==> config.mk <==
export PLATFORM = sky130hd
export DESIGN_NAME = mole_round_ctrl
export DESIGN_NICKNAME = d
export VERILOG_FILES = /design/src/rtl/mole_round_ctrl.sv
export SDC_FILE = /design/constraint.sdc
export NUM_CORES = 1
export LEC_CHECK = 0
export CORE_ASPECT_RATIO = 0.6
export CORE_MARGIN = 2
export CORE_UTILIZATION = 58
export CTS_CLUSTER_SIZE = 40
export DETAILED_ROUTE_END_ITERATION = 12
export HOLD_SLACK_MARGIN = 0.15
export PLACE_DENSITY = 0.84
export SKIP_LAST_GASP = 1
export SLEW_MARGIN = 20
export SYNTH_ARGS = -nofsm -noshare
export SYNTH_HDL_FRONTEND = slang
export SYNTH_SLANG_ARGS = --single-unit
==> constraint.sdc <==
create_clock -name clk -period 3.7 [get_ports clk]
set_clock_uncertainty 0.05 [all_clocks]
set_input_delay 0.555 -clock clk [delete_from_list [all_inputs] [get_ports clk]]
set_output_delay 0.555 -clock clk [all_outputs]
set_load 0.01 [all_outputs]
==> src/rtl/mole_round_ctrl.sv <==
// mole_round_ctrl: round sequencer for the whack-a-mole game.
// Chooses where each mole appears, times its visibility and the dark gap with
// a shared tick down-counter, detects hits and misses, and keeps the score.
// Optional build macro: MOLE_WRONG_PENALTY_EN -- when defined, a press on a
// wrong button (with no correct press in the same cycle) counts as a miss.
//
// state | meaning
// ------+----------------------------------------------------------
// IDLE  | after reset, LEDs off, waiting for start
// LOAD  | one cycle: pick the mole index, load the show counter
// SHOW  | mole lit, waiting for a hit or the show counter to expire
// GAP   | LEDs off for GAP_TICKS ticks, then next mole or game over
// OVER  | all LEDs on, score/misses frozen, waiting for start
module mole_round_ctrl #(
    parameter int SHOW_TICKS  = 8,
    parameter int GAP_TICKS   = 2,
    parameter int MISS_LIMIT  = 3,
    parameter int ROUND_MOLES = 32
) (
    input  logic       clk,
    input  logic       reset,
    input  logic       tick,
    input  logic       start,
    input  logic [2:0] rnd,
    input  logic [7:0] button,
    output logic [7:0] mole_led,
    output logic [5:0] score,
    output logic [2:0] misses,
    output logic       game_over,
    output logic       busy
);

    localparam logic [7:0] SHOW_LD   = 8'(SHOW_TICKS);
    localparam logic [7:0] GAP_LD    = 8'(GAP_TICKS);
    localparam logic [2:0] MISS_LIM  = 3'(MISS_LIMIT);
    localparam logic [5:0] ROUND_LIM = 6'(ROUND_MOLES);

    typedef enum logic [2:0] {
        S_IDLE = 3'd0,
        S_LOAD = 3'd1,
        S_SHOW = 3'd2,
        S_GAP  = 3'd3,
        S_OVER = 3'd4
    } state_t;

    state_t     r_state;
    state_t     w_state_n;

    logic [7:0] r_button_q;
    logic [7:0] w_press;

    // r_idx is both the current mole index and the "previous index" used for
    // repeat avoidance: it is only rewritten in LOAD.
    logic [2:0] r_idx;
    logic [2:0] w_idx_n;
    logic [2:0] w_load_idx;

    logic [7:0] r_tick_cnt;
    logic [7:0] w_tick_cnt_n;
    logic       w_tick_tc;

    logic [5:0] r_mole_cnt;
    logic [5:0] w_mole_cnt_n;
    logic [5:0] r_score;
    logic [5:0] w_score_n;
    logic [5:0] w_score_inc;
    logic [2:0] r_misses;
    logic [2:0] w_misses_n;
    logic [2:0] w_misses_inc;

    logic [7:0] r_mole_led;
    logic [7:0] w_mole_led_n;
    logic       r_game_over;
    logic       r_busy;
    logic       w_hit;

`ifdef MOLE_WRONG_PENALTY_EN
    logic [7:0] w_idx_onehot;
    logic       w_wrong;
`endif

    // Rising-edge detect on the already-synchronised buttons. A button held
    // into SHOW has button_q set, so it cannot score until re-pressed.
    assign w_press      = button & ~r_button_q;
    assign w_hit        = w_press[r_idx];
    assign w_tick_tc    = tick && (r_tick_cnt == 8'd1);
    assign w_load_idx   = (rnd == r_idx) ? (rnd + 3'd1) : rnd;
    assign w_score_inc  = (r_score == 6'd63) ? r_score : (r_score + 6'd1);
    assign w_misses_inc = (r_misses == 3'd7) ? r_misses : (r_misses + 3'd1);

`ifdef MOLE_WRONG_PENALTY_EN
    assign w_idx_onehot = 8'd1 << r_idx;
    assign w_wrong      = |(w_press & ~w_idx_onehot);
`endif

    // Button history, updated every cycle regardless of state.
    always_ff @(posedge clk or posedge reset) begin
        if (reset) begin
            r_button_q <= 8'd0;
        end else begin
            r_button_q <= button;
        end
    end

    // Next-state and next-datapath decisions.
    always_comb begin
        w_state_n    = r_state;
        w_idx_n      = r_idx;
        w_tick_cnt_n = r_tick_cnt;
        w_mole_cnt_n = r_mole_cnt;
        w_score_n    = r_score;
        w_misses_n   = r_misses;

        case (r_state)
            S_IDLE, S_OVER: begin
                if (start) begin
                    w_state_n    = S_LOAD;
                    w_score_n    = 6'd0;
                    w_misses_n   = 3'd0;
                    w_mole_cnt_n = 6'd0;
                end
            end

            S_LOAD: begin
                w_idx_n      = w_load_idx;
                w_tick_cnt_n = SHOW_LD;
                w_mole_cnt_n = r_mole_cnt + 6'd1;
                w_state_n    = S_SHOW;
            end

            S_SHOW: begin
                // A correct press always wins over a wrong press or timeout.
                if (w_hit) begin
                    w_score_n    = w_score_inc;
                    w_tick_cnt_n = GAP_LD;
                    w_state_n    = S_GAP;
`ifdef MOLE_WRONG_PENALTY_EN
                end else if (w_wrong) begin
                    w_misses_n   = w_misses_inc;
                    w_tick_cnt_n = GAP_LD;
                    w_state_n    = S_GAP;
`endif
                end else if (w_tick_tc) begin
                    w_misses_n   = w_misses_inc;
                    w_tick_cnt_n = GAP_LD;
                    w_state_n    = S_GAP;
                end else if (tick) begin
                    w_tick_cnt_n = r_tick_cnt - 8'd1;
                end
            end

            S_GAP: begin
                if (w_tick_tc) begin
                    if ((r_misses == MISS_LIM) || (r_mole_cnt == ROUND_LIM)) begin
                        w_state_n = S_OVER;
                    end else begin
                        w_state_n = S_LOAD;
                    end
                end else if (tick) begin
                    w_tick_cnt_n = r_tick_cnt - 8'd1;
                end
            end

            default: begin
                w_state_n = S_IDLE;
            end
        endcase
    end

    // LED pattern derived from the state being entered, so it is registered
    // together with the state and has no input-to-output path.
    always_comb begin
        w_mole_led_n = 8'd0;
        case (w_state_n)
            S_SHOW:  w_mole_led_n = 8'd1 << w_idx_n;
            S_OVER:  w_mole_led_n = 8'hFF;
            default: w_mole_led_n = 8'd0;
        endcase
    end

    // State, datapath and registered outputs.
    always_ff @(posedge clk or posedge reset) begin
        if (reset) begin
            r_state     <= S_IDLE;
            r_idx       <= 3'd0;
            r_tick_cnt  <= 8'd0;
            r_mole_cnt  <= 6'd0;
            r_score     <= 6'd0;
            r_misses    <= 3'd0;
            r_mole_led  <= 8'd0;
            r_game_over <= 1'b0;
            r_busy      <= 1'b0;
        end else begin
            r_state     <= w_state_n;
            r_idx       <= w_idx_n;
            r_tick_cnt  <= w_tick_cnt_n;
            r_mole_cnt  <= w_mole_cnt_n;
            r_score     <= w_score_n;
            r_misses    <= w_misses_n;
            r_mole_led  <= w_mole_led_n;
            r_game_over <= (w_state_n == S_OVER);
            r_busy      <= (w_state_n == S_LOAD) || (w_state_n == S_SHOW) ||
                           (w_state_n == S_GAP);
        end
    end

    assign mole_led  = r_mole_led;
    assign score     = r_score;
    assign misses    = r_misses;
    assign game_over = r_game_over;
    assign busy      = r_busy;

endmodule

=== Word level (Yosys, flattened, before mapping) ===
Index checks and enable logic that the tools add are counted.

* $add $sub $neg: 5
* $lt $le $gt $ge: 1
* Equal/unequal tests: 21
* Shift-type cells: 1
* Muxes and demuxes: 26
* Bitwise logic cells: 2
* Reduce and logical (&&, ||, !) cells: 13

{| class="wikitable"
|+ Operators with widths
! operator !! count
|-
| $mux W3 || 11
|-
| $mux W8 || 4
|-
| $pmux W6 S2 || 2
|-
| $pmux W8 S3 || 1
|-
| $mux W6 || 3
|-
| $pmux W8 S2 || 1
|-
| $eq A3 B2 Y1 const B || 5
|-
| $ne A2 B2 Y1 const B || 7
|-
| $add A6 B1 Y6 const B || 2
|-
| $eq A6 B6 Y1 const B || 2
|-
| $pmux W3 S4 || 1
|-
| $eq A3 B3 Y1 const B || 3
|-
| $and A8 B8 Y8 || 1
|-
| $eq A8 B1 Y1 const B || 1
|-
| $not A8 Y8 || 1
|-
| $shl A1 B3 Y8 const A || 1
|-
| $sub A8 B1 Y8 const B || 1
|-
| $add A3 B1 Y3 const B || 2
|-
| $eq A3 B1 Y1 const B || 2
|-
| $pmux W3 S2 || 1
|-
| $reduce_and A5 Y1 || 1
|-
| $lt A3 B4 Y1 const B || 1
|-
| $reduce_and A2 Y1 || 2
|-
| $reduce_and A4 Y1 || 1
|-
| other kinds (9) || 12
|}

* Register bits after elaboration: 47
* Input bits: 15
* Output and inout bits: 19
* Logic and storage cells: 79

=== Depth between registers and ports, before layout ===
Gate-level depths: netlist of run 1.

* Word-level depth: 9
* Gate-level depth with buffers: 9
* Depth with buffers taken out: 8

=== Worst setup path before layout of run 1 ===
No wires, ideal clock.

* Kind: register to register
* From: register r_state[0]
* To: register r_score[3], in the netlist score[3]
* Setup time: 0.125 ns
* Arrival time: 2.111 ns
* Path slack: 1.414 ns
* Stages on the path, launching flop included: 9
* Period minus slack after synthesis: 2.286 ns
* Cell sequence: dfrtp_1 > buf_6 > or3b_1 > buf_2 > a31o_1 > a222oi_1 > nand4_1 > xor2_1 > nor2_1

* Cells in the longest elaborated chain, start to end: 4
* Elaborated cells between the ends (all ways): 10
* Classes of those cells: eq/ne (5); mux (1); reduce/logical (4)

{| class="wikitable"
|+ Ends and longest elaborated chain
! what !! RTL line !! RTL
|-
| start, declared || 46 || <nowiki>state_t r_state;</nowiki>
|-
| start signal, assigned || 194 || <nowiki>r_state <= w_state_n;</nowiki>
|-
| $eq A3 B3 Y1 or $logic_not A3 Y1 (tied branches) || 114 || <nowiki>case (r_state)</nowiki>
|-
| $reduce_or A2 Y1 || 114 ||
|-
| $ne A2 B2 Y1 (no line) or $reduce_bool A2 Y1 (tied branches) || n/a ||
|-
| $reduce_and A4 Y1 (no line) || n/a ||
|-
| end signal, assigned || 198 || <nowiki>r_score <= w_score_n;</nowiki>
|-
| end, declared || 64 || <nowiki>logic [5:0] r_score;</nowiki>
|}

Several ways; a longest one is shown, not always the timed one.
A chain may end at the register's enable or synchronous reset.

=== Worst setup path after layout of run 1 ===
* From: input tick
* To: register r_busy, in the netlist busy

* Cells in the longest elaborated chain, start to end: 7
* Elaborated cells between the ends (all ways): 10
* Classes of those cells: eq/ne (3); mux (4); reduce/logical (3)

{| class="wikitable"
|+ Ends and longest elaborated chain
! what !! RTL line !! RTL
|-
| start, declared || 22 || <nowiki>input logic tick,</nowiki>
|-
| $logic_and A1 B1 Y1 (*) || 86 || <nowiki>assign w_tick_tc = tick && (r_tick_cnt == 8'd1);</nowiki>
|-
| $mux W3 || 143 || <nowiki>end else if (w_tick_tc) begin</nowiki>
|-
| $mux W3 || 133 || <nowiki>if (w_hit) begin</nowiki>
|-
| $pmux W3 S4 (*) || 114 ||
|-
| named net w_state_n[1] || 47 || <nowiki>state_t w_state_n;</nowiki>
|-
| $eq A3 B1 Y1 or $eq A3 B2 Y1 (tied branches) || 202 || <nowiki>r_busy <= (w_state_n == S_LOAD) || (w_state_n == S_SHOW) ||</nowiki>
|-
| $logic_or A1 B1 Y1 || 202 ||
|-
| $logic_or A1 B1 Y1 (*) || 202 ||
|-
| end signal, assigned || 202 ||
|-
| end, declared || 74 || <nowiki>logic r_busy;</nowiki>
|}

Mark *: on every way through the listed nets, which the timed path passes. The rest lies on a longest branch.

==> summary.txt, run 1 <==
Remaining DRCs -> 0
Maximum clock frequency -> 402 MHz
Critical path's slowest cell -> clkdlybuf4s50_1
Max clock buf depth -> 2
H-tree levels -> 2
Yosys reg bits -> 47
CP required -> 3.84 ns
Yosys top cell area share -> 48.4%
R2r endpoint -> busy$_DFF_PP0_
Largest family of logic cells by synthesized area -> simple AND/OR/NAND/NOR gates
Top cells by count, synth -> dfrtp_1, nor2_1, o21ai_0, inv_1, nand2b_1
Total negative slack -> 0 ns
Simple-Gate Fraction of Synth Area -> 24.5%
FF+latch area -> 1180 um2
Synth Flop Type -> dfrtp_1
Fill cells -> 312
Fin nets -> 302
RePlAce Congestion -> 0.924
Worst slew pin tran -> 0.931 ns
Postcts setup bufs -> 0
Post-Route WL -> 4.96 mm
Syn Nets -> 269
Maximum vdd ir drop -> 315 uV
1st-iter DRT viols -> 108
Psw -> 0.701 mW
Crit path time final -> 2.49 ns
Die Area -> 4740 um2
Vias/cell -> 5.70
Most used cell, CP -> or4_1
Worst r2r src -> r_tick_cnt[4]$_DFFE_PP0P_
Largest net degree at the start of global routing -> 48
Total gr overflow -> 0
R2r worst-path depth -> 4
Hold Crit Class -> reg2reg
Starting density of the core -> 59.6%
Arr. time, crit path -> 2.62 ns
WL/cell -> 14.6 um
Reg power frac -> 44.2%
Design Area, Final -> 2900 um2
Hold_buf cts -> 0
Hold path depth -> 1
CTS Sinks -> 47
Pre-CTS setup slack -> 0.889 ns
Post-cts resize count -> 0
Multi-input gate area -> 1160 um2
Overall global routing resource usage -> 23.7%
Die width -> 87.6 um
Clock power frac -> 18.4%
Post-synthesis instance total -> 245
Area leader, netlist -> dfrtp_1
TritonCTS buffer count -> 5
Crit path kind -> in2reg
P_leak -> 1.26 nW
Die Ht -> 54.1 um
CP cell instances -> clkdlybuf4s50_1, nand2b_1, or4_1, o21a_1, or4_1
Adder and majority gate portion of the synthesized area -> 4.63%
Critical path's largest stage delay -> 0.55 ns
First-pass GRT wire length -> 8.29 mm
Crit share post-route -> 67.2%
Hold WS -> 0.462 ns
PD cells -> 628 nW/um2
HP Start -> r_mole_cnt[5]$_DFFE_PP0P_
Synth top area cells -> dfrtp_1, ha_1, o21ai_0
R2r setup slk -> 1.34 ns
Setup slack after layout -> 1.21 ns
Port Buf Inserts -> 33
Clk_lat worst skew -> 0.31 ns
Layout Area Growth over Synthesis -> 19.4%
Clk slew on worst S/H paths -> 0.09 ns
CTS root buf -> clkbuf_8
Number of synthesized flops with an enable pin -> 0
P_int -> 1.12 mW
CP endpoint kind -> flip-flop
Avg Inst Size Synth -> 9.92 um2
Setup violators final -> 0
Yosys warning count -> 0
Core area -> 4080 um2
Most frequent cell after synthesis -> dfrtp_1
Post-synth ARST share -> 100%
Cell Rows -> 18
Hold path endpoint -> r_mole_cnt[5]$_DFFE_PP0P_
Via Count -> 1933
I/O pin cnt -> 34
Routed Antenna Nets -> 0
Number of global-route vias before repair -> 1779
Status -> complete, no violations
Number of library cell types mapped by synthesis -> 44
Proportion of layout cells with a drive suffix above 1 -> 5.73%
Register area share after synthesis -> 48.4%
Diode count -> 0
Slew Limit Fails -> 0
Post-Syn Area -> 2430 um2
Post-Synth XOR/XNOR Area -> 5.41%
Initial antenna violation count -> 0
Post-DP HPWL -> 3.61 mm
Crit-path max FO -> 8
Slew margin rel. -> 37.8%
Area after DPL -> 2800 um2
Pre-antenna DRT Iters -> 5
Switch share -> 38.5%
Final count of hold timing violations -> 0
Combinational power share -> 37.4%
Complex-gate fraction of the synthesized area -> 10.5%
Startpoint Class -> primary input
RSZ-0062 raised after global routing -> false
Max-cap violations -> 0
Mux contribution to synthesized area -> 2.68%
CTS tree -> done
## per-stage QoR
step	power, mW	cells	utilization [%]
3_5_place_dp	1.49	331	68.8
2_1_floorplan	1.27	245	-
6_report	1.82	339	71.2
5_1_grt	1.95	339	71.2
3_3_place_gp	1.46	331	68.8
4_1_cts	1.82	339	71.2
## sequential cells by signal (all words and copies together) (netlist names)
| register | flops |
|---|---|
| r_idx | 3 |
| game_over | 1 |
| r_mole_cnt | 6 |
| r_button_q | 8 |
| misses | 3 |
| r_tick_cnt | 8 |
| busy | 1 |
| score | 6 |
| r_state | 3 |
| mole_led | 8 |
## worst max path at each step
stage	start	to	slack [ns]	depth (start not counted)
after detailed placement	tick	busy$_DFF_PP0_	0.89	5
after CTS	tick	busy$_DFF_PP0_	1.21	5
after global routing	rnd[0]	mole_led[3]$_DFF_PP0_	1.09	7
after global placement	tick	busy$_DFF_PP0_	0.97	5
after floorplan	r_state[0]$_DFF_PP0_	score[3]$_DFFE_PP0P_	1.41	8
final	tick	busy$_DFF_PP0_	1.21	5
## metal layers
metal	wire length, um	part of all wire [%]	global-route usage (%)
met1	2480	50	34.7
met5	0	0	0
met3	322	6.5	5.67
met4	57	1.1	8.21
met2	2100	42	34.6
## power groups by stage
stage,clock (mW),combinational (mW),sequential [mW]
after floorplan,0,0.510,0.758
after global placement,0,0.657,0.806
after detailed placement,0,0.677,0.810
after CTS,0.338,0.681,0.801
after global routing,0.365,0.764,0.825
final,0.335,0.682,0.805
## kinds of logic after synthesis
group,Yosys count
buffers and inverters,22
adder cells (fa/ha/maj),9
AND/OR/NAND/NOR,105
flip-flops,47
AO/OA/AOI/OAI,43
multiplexers,4
XOR/XNOR,15
## cells in the final DEF, fill, tap and decap left out, drive strengths merged, types with 8 or more instances in the layout
master / Yosys / final
xor2: 10 / 10
nand2b: 12 / 12
nand3: 10 / 10
clkdlybuf4s50: 0 / 33
inv: 13 / 13
ha: 9 / 9
dfrtp: 47 / 47
nand2: 11 / 11
nor2: 25 / 25
nor3: 8 / 8
o21ai: 22 / 22
## worst max-delay path: cells and delay by family
| family | cells | cell delay, ns |
|---|---|---|
| and+or+nand+nor | 3 | 1.21 |
| buffers and inverters | 1 | 0.55 |
| AOI/OAI and AO/OA | 1 | 0.29 |
## area by class of cell
type | count | share of cell area [%]
Timing Repair Buffer | 35 | 11.9
Multi-Input combinational cell | 176 | 39.9
Inverter | 13 | 1.68
Clock inverter | 2 | 0.561
Sequential cell | 47 | 40.5
Clock buffer | 6 | 2.85
Tap cell | 60 | 2.59
(Power assumes the default switching activity.)
==> run 2: changes to the inputs <==
- CORE_UTILIZATION: 58 -> 54
- PLACE_DENSITY: 0.84 -> 0.79
- clock period: 3.7 -> 2.48 ns (I/O delays scaled with it)
==> run 2 against run 1 <==
Non-clock buffer count grew 15. Sequential share of layout area shrank 1.5 points. Register-to-register slack lost 1.1 ns.
==> summary.txt, run 2 (same netlist as run 1, synthesis figures left out) <==
Status -> complete, no violations (unchanged)
Post-Route WL -> 5.49 mm (was 4.96 mm)
Vias/cell -> 5.66 (was 5.70)
Crit-path max FO -> 8 (unchanged)
RSZ-0062 raised after global routing -> false (unchanged)
Diode count -> 0 (unchanged)
Multi-input gate area -> 1160 um2 (about the same)
Cell Rows -> 18 (unchanged)
1st-iter DRT viols -> 141 (was 108)
Via Count -> 1998 (was 1933)
Fin nets -> 317 (was 302)
Crit path kind -> in2reg (unchanged)
CTS tree -> done (unchanged)
CP endpoint kind -> flip-flop (unchanged)
Crit path time final -> 2.29 ns
Slew Limit Fails -> 0 (unchanged)
Die width -> 90.6 um (was 87.6 um)
Layout Area Growth over Synthesis -> 24.3% (was 19.4%)
Crit path from -> button[3] (was tick)
R2r endpoint -> misses[0]$_DFFE_PP0P_ (was busy$_DFF_PP0_)
FF+latch area -> 1180 um2 (about the same)
R2r worst-path depth -> 6 (was 4)
Placed cell count -> 346 (was 331)
Core area -> 4210 um2 (was 4080 um2)
WL/cell -> 15.5 um (was 14.6 um)
RePlAce Congestion -> 0.921 (was 0.924)
Remaining DRCs -> 0 (unchanged)
Maximum vdd ir drop -> 547 uV (was 315 uV)
Postcts setup bufs -> 0 (unchanged)
First-pass GRT wire length -> 9.30 mm (was 8.29 mm)
Max clock buf depth -> 2 (unchanged)
Pre-antenna DRT Iters -> 5 (unchanged)
Number of global-route vias before repair -> 1928 (was 1779)
Routed Antenna Nets -> 0 (unchanged)
Clk_lat worst skew -> 0.30 ns (was 0.31 ns)
Max-cap violations -> 0 (unchanged)
H-tree levels -> 2 (unchanged)
Largest net degree at the start of global routing -> 25 (was 48)
Slew margin rel. -> 62.4% (was 37.8%)
Overall global routing resource usage -> 23.4% (was 23.7%)
Critical path's slowest cell -> clkdlybuf4s50_1 (unchanged)
CTS Sinks -> 47 (unchanged)
Crit share post-route -> 92.5%
Arr. time, crit path -> 2.43 ns (was 2.62 ns)
Proportion of layout cells with a drive suffix above 1 -> 11.3% (was 5.73%)
Design Area, Final -> 3020 um2 (was 2900 um2)
Commonest non-fill, non-tap cells in the layout -> dfrtp_1, clkdlybuf4s50_1, nor2_1 (unchanged)
Die Area -> 5070 um2 (was 4740 um2)
Maximum clock frequency -> 436 MHz
Die Ht -> 56.0 um (was 54.1 um)
Initial antenna violation count -> 0 (unchanged)
Post-DP HPWL -> 4.24 mm (was 3.61 mm)
Port Buf Inserts -> 33 (unchanged)
R2r setup slk -> 0.20 ns (was 1.34 ns)
Startpoint Class -> primary input (unchanged)
Worst slew pin tran -> 0.564 ns (was 0.931 ns)
P_leak -> 1.34 nW (was 1.26 nW)
Setup violators final -> 0 (unchanged)
Cell Count, Final, Fillers Out -> 353 (was 339)
Clk slew on worst S/H paths -> 0.09 ns (about the same)
Fin util -> 71.7% (was 71.2%)
Post-cts resize count -> 0 (unchanged)
Hold_buf cts -> 0 (unchanged)
Fill cells -> 342 (was 312)
TritonCTS buffer count -> 5 (unchanged)
PD cells -> 934 nW/um2 (was 628 nW/um2)
Critical path's largest stage delay -> 0.51 ns (was 0.55 ns)
Starting density of the core -> 57.7% (was 59.6%)
CP required -> 2.62 ns (was 3.84 ns)
Worst r2r src -> r_tick_cnt[4]$_DFFE_PP0P_ (unchanged)
Critical Path End -> score[4]$_DFFE_PP0P_ (was busy$_DFF_PP0_)
Total negative slack -> 0 ns (unchanged)
Commonest non-fill, non-tap cell in the layout -> dfrtp_1 (unchanged)
Pre-CTS setup slack -> -0.0948 ns (was 0.889 ns)
Area after DPL -> 2930 um2 (was 2800 um2)
I/O pin cnt -> 34 (unchanged)
Final count of hold timing violations -> 0 (unchanged)
CTS root buf -> clkbuf_8 (unchanged)
CP cell instances -> clkdlybuf4s50_1, nand2b_1, mux4_2, a222oi_1, buf_4, nand4_1, xor2_1, nor2_1 (was clkdlybuf4s50_1, nand2b_1, or4_1, o21a_1, or4_1)
Setup slack after layout -> 0.186 ns (was 1.21 ns)
Total gr overflow -> 0 (unchanged)
Hold Crit Class -> in2async (was reg2reg)
run 2: cell types whose count changed in the layout (fill, tap and decap cells not counted), sizes merged:
cell / before / now
buf: 2 / 17
clkinvlp: 1 / 0
run 2: cell type report:
| class | instances | area share, % |
|---|---|---|
| multi-input combinational | 176 | 38.4 |
| inverter | 13 | 1.62 |
| clock inverter | 1 | 0.166 |
| clock buffer | 6 | 2.73 |
| tap | 60 | 2.49 |
| sequential | 47 | 39.0 |
| timing repair buffer | 50 | 15.6 |
run 2: how the worst min path moves through the flow:
| stage | cells past startpoint | from | slack (ns) | end |
|---|---|---|---|---|
| after floorplan | 0 | button[0] | 0.35 | r_button_q[0]$_DFF_PP0_ |
| after detailed placement | 1 | r_mole_cnt[5]$_DFFE_PP0P_ | 0.44 | r_mole_cnt[5]$_DFFE_PP0P_ |
| final | 2 | reset | 0.41 | score[4]$_DFFE_PP0P_ |
| after global routing | 2 | reset | 0.45 | score[4]$_DFFE_PP0P_ |
| after CTS | 2 | reset | 0.43 | score[3]$_DFFE_PP0P_ |
| after global placement | 1 | r_mole_cnt[5]$_DFFE_PP0P_ | 0.43 | r_mole_cnt[5]$_DFFE_PP0P_ |
run 2: stage by stage:
stage / total power [mW] / hold WS (ns)
final: 2.82 / 0.406
after global routing: 3.02 / 0.446
after CTS: 2.81 / 0.428
after detailed placement: 2.35 / 0.441
after global placement: 2.30 / 0.427
after floorplan: 1.89 / 0.353
run 2: power breakdown:
group	internal, mW	switching, mW
Combinational	0.584	0.571
Sequential	0.956	0.248
Clock	0.219	0.243
run 2: worst max-delay path, delay by kind of cell:
kind | cells | cell delay [ns]
buffers and inverters | 2 | 0.73
XOR/XNOR | 1 | 0.16
multiplexers | 1 | 0.50
AO/OA/AOI/OAI | 1 | 0.42
AND/OR/NAND/NOR | 3 | 0.23
run 2: layer usage:
| metal | vias to the layer above | part of all wire, % | wire (um) | global-route usage (%) |
|---|---|---|---|---|
| met3 | 12 | 6.3 | 344 | 5.69 |
| met1 | 957 | 50 | 2770 | 35.8 |
| met5 | - | 0 | 0 | 0 |
| met2 | 70 | 42 | 2300 | 32.8 |
| li1 | 959 | - | - | - |
| met4 | 0 | 1.3 | 73 | 6.81 |
